**src/rtl/instr_decode_stage_pkg.sv**
```systemverilog
// Shared defaults and the decoded-bundle layout for the instruction decode stage.
package instr_decode_stage_pkg;

    localparam int INSTR_W_DEF = 16;
    localparam int OPC_W_DEF   = 4;
    localparam int REG_W_DEF   = 4;
    localparam int IMM_W_DEF   = 8;
    localparam int DATA_W_DEF  = 16;
    localparam int CNT_W_DEF   = 8;

    // Bundle at default widths; modules re-declare it locally with their own parameters.
    typedef struct packed {
        logic [OPC_W_DEF-1:0]  opcode;
        logic [REG_W_DEF-1:0]  rd;
        logic [REG_W_DEF-1:0]  rs;
        logic [REG_W_DEF-1:0]  rt;
        logic [DATA_W_DEF-1:0] imm;
        logic                  illegal;
    } dec_bundle_t;

endpackage

```
**src/rtl/instr_decode_stage_if.sv**
```systemverilog
// Upstream instruction handshake and downstream decoded-bundle handshake.
interface instr_decode_stage_if
    import instr_decode_stage_pkg::*;
#(
    parameter int INSTR_W = INSTR_W_DEF,
    parameter int OPC_W   = OPC_W_DEF,
    parameter int REG_W   = REG_W_DEF,
    parameter int DATA_W  = DATA_W_DEF
);
    logic               in_valid;
    logic               in_ready;
    logic [INSTR_W-1:0] in_instr;
    logic               out_valid;
    logic               out_ready;
    logic [OPC_W-1:0]   out_opcode;
    logic [REG_W-1:0]   out_rd;
    logic [REG_W-1:0]   out_rs;
    logic [REG_W-1:0]   out_rt;
    logic [DATA_W-1:0]  out_imm;
    logic               out_illegal;

    // Environment side: supplies instructions and consumes bundles.
    modport master (
        output in_valid, in_instr, out_ready,
        input  in_ready, out_valid, out_opcode, out_rd, out_rs, out_rt, out_imm, out_illegal
    );

    // Decode stage side.
    modport slave (
        input  in_valid, in_instr, out_ready,
        output in_ready, out_valid, out_opcode, out_rd, out_rs, out_rt, out_imm, out_illegal
    );
endinterface

```
**src/rtl/instr_decode_stage_field_decode.sv**
```systemverilog
// Purely combinational split of an instruction word into a flattened decoded bundle.
module instr_field_decode
    import instr_decode_stage_pkg::*;
#(
    parameter int INSTR_W = INSTR_W_DEF,
    parameter int OPC_W   = OPC_W_DEF,
    parameter int REG_W   = REG_W_DEF,
    parameter int IMM_W   = IMM_W_DEF,
    parameter int DATA_W  = DATA_W_DEF,
    parameter logic [(2**OPC_W)-1:0] LEGAL_MASK = '1,
    parameter int BUNDLE_W = OPC_W + 3*REG_W + DATA_W + 1
)
(
    input  logic [INSTR_W-1:0]  i_instr,
    output logic [BUNDLE_W-1:0] o_bundle
);
    typedef struct packed {
        logic [OPC_W-1:0]  opcode;
        logic [REG_W-1:0]  rd;
        logic [REG_W-1:0]  rs;
        logic [REG_W-1:0]  rt;
        logic [DATA_W-1:0] imm;
        logic              illegal;
    } bundle_t;

    bundle_t w_bundle;

    // Register fields sit back to back directly below the opcode.
    always_comb begin
        w_bundle         = '0;
        w_bundle.opcode  = i_instr[INSTR_W-1 -: OPC_W];
        w_bundle.rd      = i_instr[INSTR_W-OPC_W-1 -: REG_W];
        w_bundle.rs      = i_instr[INSTR_W-OPC_W-REG_W-1 -: REG_W];
        w_bundle.rt      = i_instr[INSTR_W-OPC_W-2*REG_W-1 -: REG_W];
        w_bundle.imm     = DATA_W'($signed(i_instr[IMM_W-1:0]));
        w_bundle.illegal = ~LEGAL_MASK[w_bundle.opcode];
    end

    assign o_bundle = w_bundle;

endmodule

```
**src/rtl/instr_decode_stage.sv**
```systemverilog
// Decode stage: one shared decoder feeding an output register plus a skid register.
module instr_decode_stage
    import instr_decode_stage_pkg::*;
#(
    parameter int INSTR_W = INSTR_W_DEF,
    parameter int OPC_W   = OPC_W_DEF,
    parameter int REG_W   = REG_W_DEF,
    parameter int IMM_W   = IMM_W_DEF,
    parameter int DATA_W  = DATA_W_DEF,
    parameter logic [(2**OPC_W)-1:0] LEGAL_MASK = '1,
    parameter int CNT_W   = CNT_W_DEF
)
(
    input  logic                 clk,
    input  logic                 rst_n,
    input  logic                 flush,
    instr_decode_stage_if.slave  bus,
    output logic [CNT_W-1:0]     illegal_cnt
);
    typedef struct packed {
        logic [OPC_W-1:0]  opcode;
        logic [REG_W-1:0]  rd;
        logic [REG_W-1:0]  rs;
        logic [REG_W-1:0]  rt;
        logic [DATA_W-1:0] imm;
        logic              illegal;
    } bundle_t;

    localparam int BUNDLE_W = $bits(bundle_t);

    logic [BUNDLE_W-1:0] w_dec_vec;
    bundle_t             w_dec;
    logic                w_in_ready;
    logic                w_accept;
    logic                w_or_free;
    logic                w_drain;

    logic                r_or_valid;
    logic                r_sr_valid;
    bundle_t             r_or;
    bundle_t             r_sr;
    logic [CNT_W-1:0]    r_illegal_cnt;

    logic                w_or_valid_nxt;
    logic                w_sr_valid_nxt;
    bundle_t             w_or_nxt;
    bundle_t             w_sr_nxt;
    logic [CNT_W-1:0]    w_cnt_nxt;

    instr_field_decode #(
        .INSTR_W    (INSTR_W),
        .OPC_W      (OPC_W),
        .REG_W      (REG_W),
        .IMM_W      (IMM_W),
        .DATA_W     (DATA_W),
        .LEGAL_MASK (LEGAL_MASK),
        .BUNDLE_W   (BUNDLE_W)
    ) u_field_decode (
        .i_instr  (bus.in_instr),
        .o_bundle (w_dec_vec)
    );

    assign w_dec      = bundle_t'(w_dec_vec);
    assign w_in_ready = ~r_sr_valid & rst_n;
    assign w_accept   = bus.in_valid & w_in_ready;
    assign w_or_free  = ~r_or_valid | bus.out_ready;
    assign w_drain    = r_or_valid & bus.out_ready;

    // Buffer steering: OR refills from SR first, then from the decoder; SR only catches a stalled accept.
    always_comb begin
        w_or_valid_nxt = r_or_valid;
        w_sr_valid_nxt = r_sr_valid;
        w_or_nxt       = r_or;
        w_sr_nxt       = r_sr;
        if (flush) begin
            w_or_valid_nxt = 1'b0;
            w_sr_valid_nxt = 1'b0;
        end else if (w_or_free) begin
            if (r_sr_valid) begin
                w_or_nxt       = r_sr;
                w_or_valid_nxt = 1'b1;
                w_sr_valid_nxt = 1'b0;
            end else if (w_accept) begin
                w_or_nxt       = w_dec;
                w_or_valid_nxt = 1'b1;
            end else begin
                w_or_valid_nxt = 1'b0;
            end
        end else begin
            if (w_accept) begin
                w_sr_nxt       = w_dec;
                w_sr_valid_nxt = 1'b1;
            end else begin
                w_sr_valid_nxt = r_sr_valid;
            end
        end
    end

    // Saturating count of illegal bundles taken downstream; flush does not touch it.
    always_comb begin
        w_cnt_nxt = r_illegal_cnt;
        if (w_drain && r_or.illegal && (r_illegal_cnt != {CNT_W{1'b1}})) begin
            w_cnt_nxt = r_illegal_cnt + {{(CNT_W-1){1'b0}}, 1'b1};
        end else begin
            w_cnt_nxt = r_illegal_cnt;
        end
    end

    // State registers with asynchronous clear of buffered instructions.
    always_ff @(posedge clk or negedge rst_n) begin
        if (!rst_n) begin
            r_or_valid    <= 1'b0;
            r_sr_valid    <= 1'b0;
            r_or          <= '0;
            r_sr          <= '0;
            r_illegal_cnt <= '0;
        end else begin
            r_or_valid    <= w_or_valid_nxt;
            r_sr_valid    <= w_sr_valid_nxt;
            r_or          <= w_or_nxt;
            r_sr          <= w_sr_nxt;
            r_illegal_cnt <= w_cnt_nxt;
        end
    end

    assign bus.in_ready    = w_in_ready;
    assign bus.out_valid   = r_or_valid;
    assign bus.out_opcode  = r_or.opcode;
    assign bus.out_rd      = r_or.rd;
    assign bus.out_rs      = r_or.rs;
    assign bus.out_rt      = r_or.rt;
    assign bus.out_imm     = r_or.imm;
    assign bus.out_illegal = r_or.illegal;
    assign illegal_cnt     = r_illegal_cnt;

endmodule

```
**src/flat_wrapper.sv**
```systemverilog
// flat-port wrapper written by rule: the top's interface ports become plain ports
module instr_decode_stage_flat import instr_decode_stage_pkg::*;
#(
    parameter int INSTR_W = INSTR_W_DEF,
    parameter int OPC_W   = OPC_W_DEF,
    parameter int REG_W   = REG_W_DEF,
    parameter int IMM_W   = IMM_W_DEF,
    parameter int DATA_W  = DATA_W_DEF,
    parameter logic [(2**OPC_W)-1:0] LEGAL_MASK = '1,
    parameter int CNT_W   = CNT_W_DEF
)
  (clk, rst_n, flush, illegal_cnt, bus_in_valid, bus_in_instr, bus_out_ready, bus_in_ready, bus_out_valid, bus_out_opcode, bus_out_rd, bus_out_rs, bus_out_rt, bus_out_imm, bus_out_illegal);
  instr_decode_stage_if #(.INSTR_W(INSTR_W), .OPC_W(OPC_W), .REG_W(REG_W), .DATA_W(DATA_W)) bus_i ();
  input  logic clk;
  input  logic rst_n;
  input  logic flush;
  output logic [CNT_W-1:0] illegal_cnt;
  input wire logic [$bits(bus_i.in_valid)-1:0] bus_in_valid;
  input wire logic [$bits(bus_i.in_instr)-1:0] bus_in_instr;
  input wire logic [$bits(bus_i.out_ready)-1:0] bus_out_ready;
  output wire logic [$bits(bus_i.in_ready)-1:0] bus_in_ready;
  output wire logic [$bits(bus_i.out_valid)-1:0] bus_out_valid;
  output wire logic [$bits(bus_i.out_opcode)-1:0] bus_out_opcode;
  output wire logic [$bits(bus_i.out_rd)-1:0] bus_out_rd;
  output wire logic [$bits(bus_i.out_rs)-1:0] bus_out_rs;
  output wire logic [$bits(bus_i.out_rt)-1:0] bus_out_rt;
  output wire logic [$bits(bus_i.out_imm)-1:0] bus_out_imm;
  output wire logic [$bits(bus_i.out_illegal)-1:0] bus_out_illegal;
  assign bus_i.in_valid = bus_in_valid;
  assign bus_i.in_instr = bus_in_instr;
  assign bus_i.out_ready = bus_out_ready;
  assign bus_in_ready = bus_i.in_ready;
  assign bus_out_valid = bus_i.out_valid;
  assign bus_out_opcode = bus_i.out_opcode;
  assign bus_out_rd = bus_i.out_rd;
  assign bus_out_rs = bus_i.out_rs;
  assign bus_out_rt = bus_i.out_rt;
  assign bus_out_imm = bus_i.out_imm;
  assign bus_out_illegal = bus_i.out_illegal;
  instr_decode_stage #(.INSTR_W(INSTR_W), .OPC_W(OPC_W), .REG_W(REG_W), .IMM_W(IMM_W), .DATA_W(DATA_W), .LEGAL_MASK(LEGAL_MASK), .CNT_W(CNT_W)) u_core (.clk(clk), .rst_n(rst_n), .flush(flush), .bus(bus_i), .illegal_cnt(illegal_cnt));
endmodule
```
**config.mk**
```make
export PLATFORM = sky130hd
export DESIGN_NAME = instr_decode_stage_flat
export DESIGN_NICKNAME = d
export VERILOG_FILES = /design/src/rtl/instr_decode_stage_pkg.sv /design/src/rtl/instr_decode_stage_if.sv /design/src/rtl/instr_decode_stage_field_decode.sv /design/src/rtl/instr_decode_stage.sv /design/src/flat_wrapper.sv
export SDC_FILE = /design/constraint.sdc
export NUM_CORES = 1
export LEC_CHECK = 0
export CAP_MARGIN = 20
export CORE_MARGIN = 2
export CORE_UTILIZATION = 39
export DETAILED_ROUTE_END_ITERATION = 8
export HOLD_SLACK_MARGIN = 0.15
export PLACE_DENSITY = 0.77
export SYNTH_ARGS = -nofsm -noshare
export SYNTH_HDL_FRONTEND = slang
export SYNTH_SLANG_ARGS = --single-unit
```
**constraint.sdc**
```tcl
create_clock -name clk -period 1.6 [get_ports clk]
set_clock_uncertainty 0.2 [all_clocks]
set_input_delay 0.24 -clock clk [delete_from_list [all_inputs] [get_ports clk]]
set_output_delay 0.24 -clock clk [all_outputs]
set_load 0.02 [all_outputs]
```
# Word-level counts from Yosys, hierarchy flattened
# Memory sizes are Yosys's and may differ from the RTL's.
# Index checks and enable logic that the tools add are counted.
[classes]
add_sub_neg = 1
magnitude_cmp = 1
n_eq_ne = 1
muxes = 10
n_bitwise = 9
reduce_logical = 7
[ops]
columns = ["cell", "n"]
rows = [
  ["two-way mux 33 bit", 2],
  ["adder 8 x 1 -> 8 bit, second input constant", 1],
  ["two-way mux 1 bit", 8],
  ["inequality test 8 bit, second input constant", 1],
  ["AND reduction 3 bit", 2],
  ["less-than comparator 4 x 5 -> 1 bit, second input constant", 1],
  ["inverter 1 bit", 5],
  ["nonzero test 2 bit", 2],
  ["bitwise AND 1 bit", 3],
  ["nonzero test 3 bit", 1],
  ["logical AND 1 bit", 2],
  ["OR 1 bit", 1],
]
[word_totals]
reg_bits = 68
romBits = 16
input_bits = 21
output_inout_bits = 43
elab_cells = 45
memories = 1
[memory_table]
columns = ["name", "words", "width", "read_ports", "rd_ports_with_merged_regs", "wr", "line", "source"]
rows = [
  ["(no name shown)", 16, 1, 1, 0, 0, "instr_decode_stage_field_decode.sv:36", "w_bundle.illegal = ~LEGAL_MASK[w_bundle.opcode];"],
]

# Longest topological paths before layout
[logic_depth]
ltp_word = 7
depth_mapped = 5
depth_no_buf = 3

# Hierarchy
# A second synthesis with hierarchy kept.
[unflattened]
hier_cells = 258
area_unflattened_um2 = 3779.9
[by_module_without_submodules]
columns = ["module", "instances", "cells_each", "area_each_um2", "seq_area_each_um2"]
rows = [
  ["instr_decode_stage", 1, 224, 3528.4, 1901.8],
  ["instr_field_decode", 1, 34, 251.5, 0.0],
]

# Least setup slack after synthesis
# OpenSTA, ideal clock, no wires.
[synth_path]
path_kind = "reg-to-reg"
from = "register u_core.r_or_valid, in the netlist u_core.bus.out_valid"
to = "register u_core.r_sr[29] (netlist bit)"
setup_time_ps = 125
t_arrival_ps = 1623
required_ps = 1275
path_slack_ps = -348
path_stages_with_launch = 5
path_buffers = 1
period_less_slack_ps = 1948
cell_sequence = "dfrtp_1 -> or3b_4 -> nor3_4 -> buf_8 -> mux2_2"
[synth_via]
elab_chain_len = 4
[synth_lines]
columns = ["element", "line", "source"]
rows = [
  ["from (decl)", "instr_decode_stage.sv:38", "logic r_or_valid;"],
  ["from (signal assigned)", "instr_decode_stage.sv:118", "r_or_valid <= w_or_valid_nxt;"],
  ["inverter 1 bit", "instr_decode_stage.sv:66", "assign w_or_free = ~r_or_valid | bus.out_ready;"],
  ["OR 1 bit", "instr_decode_stage.sv:66", ""],
  ["inverter 1 bit (no source line)", "-", ""],
  ["AND reduction 3 bit (no source line)", "-", ""],
  ["to (signal assigned)", "instr_decode_stage.sv:121", "r_sr <= w_sr_nxt;"],
  ["to (decl)", "instr_decode_stage.sv:41", "bundle_t r_sr;"],
]
# No other way between the ends.
# A chain may end at the register's enable or synchronous reset.

# Final worst setup path
[layout_path]
from = "register u_core.r_or_valid, in the netlist u_core.bus.out_valid"
to = "register u_core.r_sr[30] (netlist bit)"
# The elaborated chain is that of the path after synthesis.

==> metrics.txt <==
unique cell type count in the Yosys netlist 14; final design area excluding fillers 2475 sq um; vias in the first global route 1,208; RD Place Congestion 0.7046; fraction of the mapped netlist area in simple logic gates 4.210%; share of Yosys cell area claimed by the top area cell type 50.22%; static leakage power 1.177 nW; number of nets at the end of the flow 201; number of antenna violations at the first check in global routing 0; time the final worst path needs with I/O delays and setup 1.769 ns; critical path class register to register; main combinational cell family by area after synthesis multiplexers; routed vias/inst 4.891; Reg area 854.6 sq um; placed wire-length estimate 2.382 mm; wire length per cell 16.59 um; Synth area leaders dfrtp_1 50%, mux2_2 32%, buf_4 12%; critical path launch point type register; antenna cell count 0; Post-Synthesis Mean Instance Area 14.00 sq um; most frequent standard cell in the layout excluding fill and tap cells dlygate4sd2_1; endpoint class of the critical path register; violations in the final reports setup timing; P per Cell Area 1130 nW/um^2; total CTS buffers 5; most frequent cells in the layout 35 x dlygate4sd2_1, 31 x dfrtp_1, 27 x mux2_4; drt pass-1 iters 2; via count 1,125; xor/xnor cell area share of the yosys netlist 0%; standard cell area after detailed placement 2202 sq um; initial drt markers 27; maximum number of pins on one net before global-route repair 19; remaining antenna violation count 0; sequential-to-total area share from yosys stat 50.22%; IR Drop Worst-Case VDD 0.0007236 V; wire length after detailed routing 3.815 mm; setup repair after global routing missed its margin true; clock tree root buffer cell clkbuf_8; number of sinks on the clock net 34; floorplan core area 4086 sq um; filler instances 343; maximum fanout along the worst path 5; Worst-path clk slew 0.07 ns; clock tree from TritonCTS built; Tcrit/Tclk final 110.6%; count of H-tree levels built during CTS 2; post-synthesis instance area 1694 sq um; final hold vios 0; I/O pins 64; Die Area 4887 sq um; horizontal die dimension 69.91 um; worst endpoint data arrival time 1.74 ns; starting density of the core 41.46%; Clock Latency Late Sink 0.29 ns; Max-Cap Viols 0; overflow left after global routing 0; combined global-route utilization of all metal layers 16.06%; normalized max-slew margin 59.64%; Synth-to-Final Area Change 46.09%; complex-gate fraction of the synthesized area 0.5170%; multiplexer area fraction after synthesis 31.91%; Tightest Pin Transition 0.6035 ns; post-route DRC violation count 0; proportion of layout cells with a drive suffix above 1 45.00%; Worst Setup Slack, final -0.1691 ns; die height 69.91 um; Synth area leader dfrtp_1; Row Count 23; number of buffers on the longest clock path 2; setup TNS -3.642 ns; classification of the worst-slack hold path primary input to register; top achievable clock speed 565.3 MHz; register bit total from synthesis 34; count of final setup violators 32; result of the run complete, but fails checks; Post-Synthesis Cells 121; Syn. warnings 0; max-slew violations 0; first-pass GRT wire length 6.106 mm; Post-Synth Adder-Cell Area 0%; multi-input combinational cell area 763.2 sq um; Port Buffers 54; critical path required time 1.57 ns
sequential cells by signal, indices dropped and copies added, names as in the netlist:
signal	cells
u_core.r_sr	16
u_core.bus.out_rd	4
u_core.r_sr_valid	1
u_core.bus.out_imm	8
u_core.bus.out_opcode	4
u_core.bus.out_valid	1
timing repair:
item / in CTS / in global routing
endpoints found under the hold margin: 35 / 18
gates cloned: 2 / 1
hold buffers: 3 / 1
resized for setup: 56 / 19
endpoints found under the setup margin: 66 / 60
buffers inserted: 3 / 0
synthesized netlist by cell type:
master,n
or3b_4,1
nand2_1,1
or2b_1,1
mux2_2,48
nor2b_1,2
a21oi_2,1
buf_8,1
nor3_4,2
nor2_1,1
buf_4,26
dfrtp_1,34
clkbuf_1,1
buf_2,1
conb_1,1
cells by family after synthesis:
| logic type | count (synthesis) |
|---|---|
| compound gates | 1 |
| buf+inv | 29 |
| flops | 34 |
| mux | 48 |
| other cells | 1 |
| simple gates | 8 |
metal layers:
metal	vias up	track usage [%]	wire length, um	share of wire (%)
li1	501	-	-	-
met1	562	19.28	1680	44
met2	57	27.30	1840	48
met3	5	4.618	248	6.5
met4	0	5.983	46	1.2
met5	-	0	0	0
final timing paths:
kind                                          end                  from  slack, ns  cells after the start
hold / removal                  u_core.r_sr_valid                 rst_n       0.16                      3
max in group asynchronous  u_core.bus.out_imm[14]                 rst_n       0.28                      3
setup / recovery                  u_core.r_sr[30]  u_core.bus.out_valid      -0.17                      4
setup reg to reg                  u_core.r_sr[30]  u_core.bus.out_valid      -0.17                      4
hold reg to reg                    u_core.r_sr[1]        u_core.r_sr[1]       0.31                      1
min in group asynchronous    u_core.bus.out_valid                 rst_n       0.26                      3
report_power, final:
| group | internal [mW] | switching, mW |
|---|---|---|
| combinational | 0.451 | 0.425 |
| clock | 0.498 | 0.297 |
| sequential | 1.02 | 0.105 |
through the flow:
stage	instances	utilization (%)	power (mW)	setup slack [ns]	hold slack, ns
after floorplan	129	-	1.688	-0.3020	-0.2556
after global placement	215	53.89	2.016	-0.4887	0.02815
after detailed placement	215	53.89	2.037	-0.5271	0.02809
after CTS	230	58.97	2.762	-0.1971	0.1394
after global routing	230	60.56	2.925	-0.2501	0.1805
final	230	60.56	2.796	-0.1691	0.1634
layout make-up:
type | instances | area share [%]
well taps | 50 | 2.528
clock buffers | 6 | 3.337
clock inverters | 1 | 1.213
repair buffers | 73 | 27.55
flip-flops and latches | 34 | 34.53
multi-input cells | 66 | 30.84
critical path, cell delays in order (launching register included):
cell and delay, ns:
dfrtp_2 0.35, or3b_4 0.39, nor3_4 0.19, buf_4 0.19, mux2_2 0.33
(Power assumes the default switching activity.)
